$ cat src/rtl/pc_pkg.sv
// Shared definitions for the PC fetch path: default sizes and the fetch FSM state type.
package pc_pkg;

    localparam int PC_WIDTH_DEF    = 8;
    localparam int INSTR_WIDTH_DEF = 16;
    localparam int RESET_PC_DEF    = 0;

    typedef enum logic [1:0] {
        IDLE  = 2'd0,
        FETCH = 2'd1,
        HOLD  = 2'd2
    } fetch_state_t;

endpackage

$ cat src/rtl/pc_fetch_unit.sv
// Architectural PC register and single-outstanding instruction fetch over a req/ack port,
// holding the fetched instruction for decode until it is accepted or flushed by a branch.
module pc_fetch_unit
    import pc_pkg::*;
#(
    parameter int PC_WIDTH    = PC_WIDTH_DEF,
    parameter int INSTR_WIDTH = INSTR_WIDTH_DEF,
    parameter int RESET_PC    = RESET_PC_DEF
) (
    input  logic                   Clk,
    input  logic                   Clear_n,
    output logic [PC_WIDTH-1:0]    PC,
    input  logic [PC_WIDTH-1:0]    Next_PC,
    input  logic                   Branch_Valid,
    input  logic [PC_WIDTH-1:0]    Branch_Target,
    input  logic                   Stall,
    output logic                   Mem_Req,
    output logic [PC_WIDTH-1:0]    Mem_Addr,
    input  logic                   Mem_Ack,
    input  logic [INSTR_WIDTH-1:0] Mem_Data,
    output logic [INSTR_WIDTH-1:0] Instr,
    output logic                   Instr_Valid,
    input  logic                   Instr_Ready
);

    fetch_state_t           state_q, state_d;
    logic [PC_WIDTH-1:0]    pc_q, pc_d;
    logic [INSTR_WIDTH-1:0] instr_q, instr_d;
    logic                   br_pend_q, br_pend_d;
    logic [PC_WIDTH-1:0]    br_tgt_q, br_tgt_d;
    logic                   accept;

    assign accept = Instr_Ready & ~Stall;

    always_ff @(posedge Clk or negedge Clear_n) begin
        if (!Clear_n) begin
            state_q <= IDLE;
        end else begin
            state_q <= state_d;
        end
    end

    always_ff @(posedge Clk or negedge Clear_n) begin
        if (!Clear_n) begin
            pc_q      <= PC_WIDTH'(RESET_PC);
            instr_q   <= '0;
            br_pend_q <= 1'b0;
            br_tgt_q  <= '0;
        end else begin
            pc_q      <= pc_d;
            instr_q   <= instr_d;
            br_pend_q <= br_pend_d;
            br_tgt_q  <= br_tgt_d;
        end
    end

    // A branch seen while a request is outstanding is remembered so the returning
    // data can be discarded; the request itself is never cut short.
    always_comb begin
        state_d   = state_q;
        pc_d      = pc_q;
        instr_d   = instr_q;
        br_pend_d = br_pend_q;
        br_tgt_d  = br_tgt_q;
        case (state_q)
            IDLE: begin
                if (!Stall) begin
                    state_d = FETCH;
                end
            end
            FETCH: begin
                if (Mem_Ack) begin
                    if (br_pend_q || Branch_Valid) begin
                        pc_d      = Branch_Valid ? Branch_Target : br_tgt_q;
                        br_pend_d = 1'b0;
                        state_d   = IDLE;
                    end else begin
                        instr_d = Mem_Data;
                        state_d = HOLD;
                    end
                end else if (Branch_Valid) begin
                    br_pend_d = 1'b1;
                    br_tgt_d  = Branch_Target;
                end
            end
            HOLD: begin
                if (accept) begin
                    pc_d    = Branch_Valid ? Branch_Target : Next_PC;
                    state_d = FETCH;
                end else if (Branch_Valid) begin
                    pc_d    = Branch_Target;
                    state_d = FETCH;
                end
            end
            default: begin
                state_d = IDLE;
            end
        endcase
    end

    always_comb begin
        PC          = pc_q;
        Mem_Addr    = pc_q;
        Instr       = instr_q;
        Mem_Req     = (state_q == FETCH);
        Instr_Valid = (state_q == HOLD);
    end

endmodule

$ cat config.mk
export PLATFORM = sky130hd
export DESIGN_NAME = pc_fetch_unit
export DESIGN_NICKNAME = d
export VERILOG_FILES = /design/src/rtl/pc_pkg.sv /design/src/rtl/pc_fetch_unit.sv
export SDC_FILE = /design/constraint.sdc
export NUM_CORES = 1
export LEC_CHECK = 0
export CORE_ASPECT_RATIO = 0.7
export CORE_UTILIZATION = 41
export CTS_CLUSTER_DIAMETER = 50
export CTS_CLUSTER_SIZE = 10
export DETAILED_ROUTE_END_ITERATION = 7
export MAX_ROUTING_LAYER = met4
export PLACE_DENSITY = 0.75
export SLEW_MARGIN = 30
export SYNTH_ARGS = -nofsm -noshare
export SYNTH_HDL_FRONTEND = slang
export SYNTH_SLANG_ARGS = --single-unit
$ cat constraint.sdc
create_clock -name Clk -period 2 [get_ports Clk]
set_input_delay 0.2 -clock Clk [delete_from_list [all_inputs] [get_ports Clk]]
set_output_delay 0.2 -clock Clk [all_outputs]
set_load 0.01 [all_outputs]
---- Yosys cells after proc, flatten, opt, wreduce, memory -nomap -nowiden ----
Index checks and enable logic that the tools add are counted.
storage, ports and cells
  bits in registers ....................... 35
  bits in read-only memories .............. 0
  memories ................................ 0
  output and inout port bits .............. 34
  latch bits .............................. 0
  memory bits (writable) .................. 0
cells by class
  divide/modulo/power cells ............... 0
  multiply operators ...................... 0
  bitwise operators ....................... 4
  equality and inequality tests ........... 7
  mux-type cells .......................... 16
  $add $sub $neg .......................... 0
  reduce and logical (&&, ||, !) cells .... 9
  order comparisons ....................... 0
  shift-type cells ........................ 0
operator list
  cell                  count
  $mux W8               6
  $pmux W8 S2           1
  $mux W2               5
  $reduce_and A3 Y1     3
  $ne A2 B1 Y1 const B  3
  $pmux W2 S3           1
  $reduce_and A4 Y1     1
  $reduce_bool A2 Y1    2
  $mux W1               3
  $ne A3 B2 Y1 const B  1
  $not A1 Y1            3
  $eq A2 B1 Y1 const B  1
  $eq A2 B2 Y1 const B  1
  $logic_not A2 Y1      1
  $ne A2 B2 Y1 const B  1
  $reduce_and A2 Y1     1
  $and A1 B1 Y1         1
  $logic_or A1 B1 Y1    1

---- Longest topological paths before layout ----
Gate-level depths: netlist of run 1.
  depth in word-level cells ............... 4
  gate-level depth with buffers ........... 5
  mapped depth without buffers ............ 5

---- Worst setup path before layout of run 1 ----
Ideal clock, no wire load.
  path kind ............................... register to register
  start point ............................. register state_q[1]
  end point ............................... register instr_q[10] (netlist: Instr[10])
  setup time .............................. 0.125 ns
  data required time ...................... 1.875 ns
  setup slack ............................. 0.327 ns
  arrival time ............................ 1.549 ns
  stages on the path, launching flop included .. 5
  path through ............................ dfrtp_1 -> nand2b_4 -> nor4b_4 -> buf_6 -> mux2_2
on the way
  word-level cells in the longest chain between the ends .. 2
RTL lines
  element                      RTL line             text
  from (decl)                  pc_fetch_unit.sv:26  fetch_state_t state_q, state_d;
  from (signal assigned)       pc_fetch_unit.sv:39  state_q <= state_d;
  $eq A2 B1 Y1                 pc_fetch_unit.sv:65  case (state_q)
  $reduce_and A3 Y1 (no line)  -
  to (signal assigned)         pc_fetch_unit.sv:51  instr_q <= instr_d;
  to (decl)                    pc_fetch_unit.sv:28  logic [INSTR_WIDTH-1:0] instr_q, instr_d;
No other way between the ends.
A chain may end at the register's enable or synchronous reset.

---- Final worst setup path of run 1 ----
  start point ............................. register state_q[0]
  end point ............................... output Instr_Valid
on the way
  word-level cells in the longest chain between the ends .. 1
RTL lines
  element       RTL line              text
  $eq A2 B2 Y1  pc_fetch_unit.sv:106  Instr_Valid = (state_q == HOLD);
  to (decl)     pc_fetch_unit.sv:22   output logic Instr_Valid,
No other way between the ends.

==> impl_metrics.py, run 1 <==
metrics = {
    "yosys": {
        "synth_edf_count": 0,
        "yosys_warnings": 0,
        "synth-compound-area-share_pct": 7.97,
        "avgSynthCellArea_um2": 13.0,
        "synth.cell_area_um2": 1620,
        "synthFlopType": "dfrtp_1",
        "netlist_instances": 124,
        "synthXorXnorAreaFrac_pct": 0,
        "ys_seq_area_share_pct": 54.1,
        "synth_nets": 162,
        "synth-async-reset-ratio_pct": 100,
        "ys_seq_elements": 35,
        "synth_top_family_by_area": "multiplexers",
        "synthSimpleGateAreaFrac_pct": 8.58,
        "synth_cell_type_count": 23,
        "synthAdderAreaFrac_pct": 0,
        "synthMuxAreaShare_pct": 21.7,
    },
    "placement": {
        "gp_congestion": 0.776,
        "port-buffer-count": 71,
        "place.detailed.hpwl_um": 2780,
        "post-place-ws_ns": 0.0596,
    },
    "power": {
        "p_per_area_nw_per_um2": 1380,
        "leakage_nw": 1.02,
        "total_power_mw": 3.40,
        "ir_drop_mv": 0.852,
    },
    "clock_network": {
        "cts_tree": "yes",
        "post_cts_buffers": 0,
        "cts_made_buffers": 5,
        "cts_resized": 0,
        "cts.path.max_buffers": 2,
        "h-tree-depth": 2,
        "numClockSinks": 35,
        "clk_pin_slew_worst_paths_ns": 0.07,
        "hold_buffers": 0,
        "cts_root_buf": "clkbuf_8",
        "clk_latency_ns": 0.29,
    },
    "drt": {
        "route.detailed.vias_per_inst": 4.97,
        "dr.pass1.iters": 4,
        "drt_iter0_drc": 27,
        "drtAntennaViolNets": 0,
        "wl_per_cell_um": 15.0,
        "drc": 0,
        "vias": 1222,
        "wirelength_um": 3700,
    },
    "sta": {
        "clock.fmax_ghz": 0.537,
        "hold_viol_final": 35,
        "drv_slew": 0,
        "period_share_pct": 93.2,
        "clock-skew-final_ns": 0.00684,
        "timing.hold.ws_ns": -0.0216,
        "layout_setup_ws_ns": 0.137,
        "tightest_slew_ns": 0.766,
        "layout_min_cycle_time_ns": 1.86,
        "setup-violations-final": 0,
        "slew_headroom_pct": 48.9,
        "rsz0062_at_grt": "no",
        "fin_tns_setup_ns": 0,
    },
    "worst_setup_path": {
        "start_kind": "flop",
        "required_ns": 1.80,
        "critical-path-top-delay-family": "buffers and inverters",
        "critPathSlowestCell": "clkdlybuf4s50_1",
        "worst-setup-path-type": "flop to primary output",
        "critPathArrivalTime_ns": 1.66,
        "crit_chain": "and2b_2 > clkdlybuf4s50_1",
        "max_stage_delay_ns": 0.58,
        "cp_max_fo": 14,
        "end_kind": "primary output",
        "worst-path-buf-inv": 1,
    },
    "floorplan": {
        "num_rows": 18,
        "die_y_um": 54.6,
        "die_area_um2": 4210,
        "start_util_pct": 44.3,
        "die_w_um": 77.1,
        "coreArea_um2": 3650,
        "boundaryPins": 72,
    },
    "worst_hold_path": {
        "hold_path.class": "primary input to asynchronous set/reset pin",
    },
    "global_routing": {
        "grt_usage_pct": 19.9,
        "overflow": 0,
        "grt_pass1_vias": 1173,
        "grt_max_degree": 36,
        "grt_pass1_wl_um": 5920,
        "antenna_found_initial": 0,
    },
    "flow_run": {
        "maxCapViolations": 0,
    },
    "finish": {
        "fillCellCount": 296,
        "finish.utilization_pct": 67.2,
        "drive_above_1_share_pct": 22.4,
        "antenna_cells": 0,
        "nets": 233,
        "syn_to_final_growth_pct": 51.7,
    },
    "run_status": {
        "outcome": "finished with violations",
        "violations": "negative hold slack",
    },
}
==> logic make-up after synthesis <==
kind of cell           count (synthesis)
flip-flops                            35
AO/OA/AOI/OAI                         17
multiplexers                          32
AND/OR/NAND/NOR                       17
buffers and inverters                 23
==> through the flow <==
| stage | instances | instance area (um2) |
|---|---|---|
| 5_1_grt | 246 | 2450 |
| 4_1_cts | 246 | 2450 |
| 2_1_floorplan | 124 | 1620 |
| 3_5_place_dp | 238 | 2350 |
| 6_report | 246 | 2450 |
| 3_3_place_gp | 238 | 2350 |
==> cell usage after synthesis (all sizes together), types with 2 or more instances <==
master | n | area share (%)
dfrtp | 35 | 54
mux2 | 24 | 17
inv | 12 | 2.8
buf | 9 | 4.4
mux2i | 8 | 4.9
o221ai | 8 | 4.7
or3 | 8 | 3.1
a21oi | 6 | 1.9
clkbuf | 2 | 0.46
nand2b | 2 | 1.2
nand4b | 2 | 1.1
==> power by group <==
part	switching, mW	internal (mW)	total, mW
Sequential	0.214	1.06	1.27
Clock	0.254	0.313	0.567
Combinational	0.574	0.985	1.56
==> flip-flops by register name (all words and copies together) (netlist names) <==
signal / flops
Instr: 16
Mem_Addr: 8
br_tgt_q: 8
state_q: 2
br_pend_q: 1
==> placed cells by master, fill, tap and decap left out, drive strengths merged <==
master,n
o221ai,8
mux2i,8
clkbuf,7
mux2,24
clkdlybuf4s50,70
nor3,1
or3,8
nand3,1
dfrtp,35
a31o,1
a21oi,6
and2b,1
nor2,1
nor4b,1
o22ai,1
nand4b,2
inv,12
clkinvlp,1
buf,5
o211ai,1
nand2b,2
==> final cells by class <==
cell class,count,area (um2),area share (%)
clock inverter,1,7.51,0.306
clock buffer,7,96.3,3.93
multi-input combinational,66,618,25.2
inverter,12,45.0,1.84
sequential,35,876,35.7
tap,50,62.6,2.55
timing repair buffer,75,748,30.5
==> worst paths after layout <==
check                           slack [ns]                       to                     from  depth (start not counted)
worst max-delay path                  0.14              Instr_Valid   state_q[0]$_DFFE_PN0P_                          2
worst min-delay path                 -0.02  Mem_Addr[5]$_DFFE_PN0P_                  Clear_n                          1
worst max register to register        0.24  Mem_Addr[4]$_DFFE_PN0P_   state_q[0]$_DFFE_PN0P_                          4
worst min register to register        0.51  br_tgt_q[6]$_DFFE_PN0P_  br_tgt_q[6]$_DFFE_PN0P_                          1
max in group asynchronous             1.53  br_tgt_q[0]$_DFFE_PN0P_                  Clear_n                          1
min in group Clk                      0.51  br_tgt_q[6]$_DFFE_PN0P_  br_tgt_q[6]$_DFFE_PN0P_                          1
==> per-layer routing <==
metal | global-route usage [%] | routed length [um] | up-vias
met5 | - | 0 | -
li1 | - | - | 583
met2 | 31.3 | 1650 | 44
met1 | 24.6 | 1740 | 588
met3 | 6.83 | 269 | 7
met4 | 6.60 | 42 | 0
Note: power is estimated with default switching activity, not from simulation.
==> run 2, diff against run 1 <==
- CORE_UTILIZATION: 41 -> 43
- CTS_BUF_LIST: default -> sky130_fd_sc_hd__clkbuf_4 sky130_fd_sc_hd__clkbuf_8
- PLACE_DENSITY: 0.75 -> 0.78
==> run 2 against run 1 <==
Clock skew shrank 0.00092 ns. Setup slack gained 0.013 ns. Sequential cell count is the same. First-iteration DRC count grew 78%. Sequential power about the same. Die area is 4.5% lower. Clock-buffer cell count decreased by 1. The run still ends with negative hold slack left.
==> impl_metrics.py, run 2 (same netlist as run 1, synthesis figures left out) <==
metrics = {
    "finish": {
        "antenna_cells": 0,
        "drive_above_1_share_pct": 22.4,
        "fillCellCount": 275,
        "syn_to_final_growth_pct": 51.1,
        "layout_common_cells": "clkdlybuf4s50_1, dfrtp_1, mux2_2",
        "nets": 234,
        "largest_reg_flops": 16,
        "multiInputGateArea_um2": 618,
        "final_common_cell": "clkdlybuf4s50_1",
        "seq_area_um2": 876,
        "finish.utilization_pct": 68.7,
        "final_area_um2": 2440,
    },
    "flow_run": {
        "maxCapViolations": 0,
    },
    "drt": {
        "drtAntennaViolNets": 0,
        "wirelength_um": 3610,
        "route.detailed.vias_per_inst": 5.10,
        "drt_iter0_drc": 48,
        "wl_per_cell_um": 14.7,
        "vias": 1254,
        "dr.pass1.iters": 4,
        "drc": 0,
    },
    "global_routing": {
        "grt_use_met3_pct": 5.52,
        "grt_usage_pct": 20.7,
        "busiest_layer": "met2",
        "use_met2_pct": 34.1,
        "antenna_found_initial": 0,
        "grt_pass1_vias": 1266,
        "gr-usage-met1_pct": 26.3,
        "grt_max_degree": 36,
        "overflow": 0,
        "grt_pass1_wl_um": 5870,
    },
    "worst_setup_path": {
        "start_kind": "flop",
        "crit-reg2reg-launch": "state_q[0]$_DFFE_PN0P_",
        "required_ns": 1.80,
        "rr_worst_depth": 4,
        "reg2reg_slack_ns": 0.22,
        "critical-path-top-delay-family": "buffers and inverters",
        "startpoint": "state_q[0]$_DFFE_PN0P_",
        "critPathArrivalTime_ns": 1.65,
        "worst-path-buf-inv": 1,
        "crit_chain": "and2b_2 > clkdlybuf4s50_1",
        "cp.depth": 2,
        "worst-setup-path-type": "flop to primary output",
        "cp_max_fo": 14,
        "end_kind": "primary output",
        "critPathSlowestCell": "clkdlybuf4s50_1",
        "max_stage_delay_ns": 0.58,
    },
    "clock_network": {
        "cts_tree": "yes",
        "cts_root_buf": "clkbuf_8",
        "hold_buffers": 0,
        "h-tree-depth": 2,
        "clk_pin_slew_worst_paths_ns": 0.07,
        "clk_latency_ns": 0.27,
        "cts_made_buffers": 5,
        "post_cts_buffers": 0,
        "cts.path.max_buffers": 2,
        "cts_resized": 0,
        "numClockSinks": 35,
    },
    "floorplan": {
        "die_y_um": 53.3,
        "die_area_um2": 4020,
        "die_w_um": 75.3,
        "start_util_pct": 45.5,
        "boundaryPins": 72,
        "coreArea_um2": 3560,
        "num_rows": 18,
    },
    "sta": {
        "rsz0062_at_grt": "no",
        "hold_viol_final": 4,
        "slew_headroom_pct": 48.9,
        "clock-skew-final_ns": 0.00592,
        "tightest_slew_ns": 0.767,
        "drv_slew": 0,
        "clock.fmax_ghz": 0.540,
        "setup-violations-final": 0,
        "layout_min_cycle_time_ns": 1.85,
        "timing.hold.ws_ns": -0.00245,
        "period_share_pct": 92.5,
    },
    "worst_hold_path": {
        "hold_path.class": "primary input to asynchronous set/reset pin",
    },
    "placement": {
        "place.detailed.hpwl_um": 2730,
        "port-buffer-count": 71,
        "gp_congestion": 0.847,
        "placed_cell_area_um2": 2360,
    },
    "power": {
        "leakage_nw": 1.02,
        "ir_drop_mv": 0.821,
        "p_per_area_nw_per_um2": 1360,
    },
    "run_status": {
        "outcome": "finished with violations",
        "violations": "negative hold slack",
    },
}
run 2: changes by cell type in the layout (fill, tap and decap cells not counted):
cell        before  now
clkinv_2         0    1
clkbuf_8         7    6
buf_4            3    4
clkinvlp_4       1    0
run 2: metal layers:
metal	wire (um)	part of all wire, %	up-vias
met2	1760	49	45
met5	0	0	-
li1	-	-	580
met1	1650	46	625
met3	172	4.8	4
met4	23	0.64	0
run 2: worst register-to-register path, stage by stage (launching register included):
cell      delay, ns
dfrtp_1        0.43
and2b_2        0.33
a21oi_1        0.55
o221ai_1       0.22
mux2i_1        0.17
run 2: final timing paths:
path	end
hold reg to reg	br_tgt_q[5]$_DFFE_PN0P_
hold / removal	Instr[3]$_DFFE_PN0P_
setup reg to reg	Mem_Addr[5]$_DFFE_PN0P_
setup / recovery	Instr_Valid
max in group asynchronous	br_tgt_q[6]$_DFFE_PN0P_
min in group Clk	br_tgt_q[5]$_DFFE_PN0P_
run 2: layout make-up:
class / instances / area share, %
flip-flops and latches: 35 / 35.8
inverters: 12 / 1.84
repair buffers: 76 / 30.9
well taps: 50 / 2.56
clock buffers: 6 / 3.38
clock inverters: 1 / 0.205
multi-input cells: 66 / 25.3
run 2: metrics by stage:
step	TNS [ns]	hold WS, ns	worst slack, ns	power [mW]	cells
2_1_floorplan	0	-0.0956	0.327	2.05	124
3_3_place_gp	0	0.312	0.0957	2.80	239
3_5_place_dp	-0.0360	0.321	-0.0319	2.85	239
4_1_cts	0	0.0218	0.143	3.37	246
5_1_grt	0	0.0637	0.0131	3.57	246
6_report	0	-0.00245	0.150	3.34	246
run 2: where the power goes:
part	switching, mW	leakage (nW)	internal (mW)
combinational	0.573	0.559	0.986
clock	0.237	0.0470	0.270
sequential	0.212	0.417	1.06
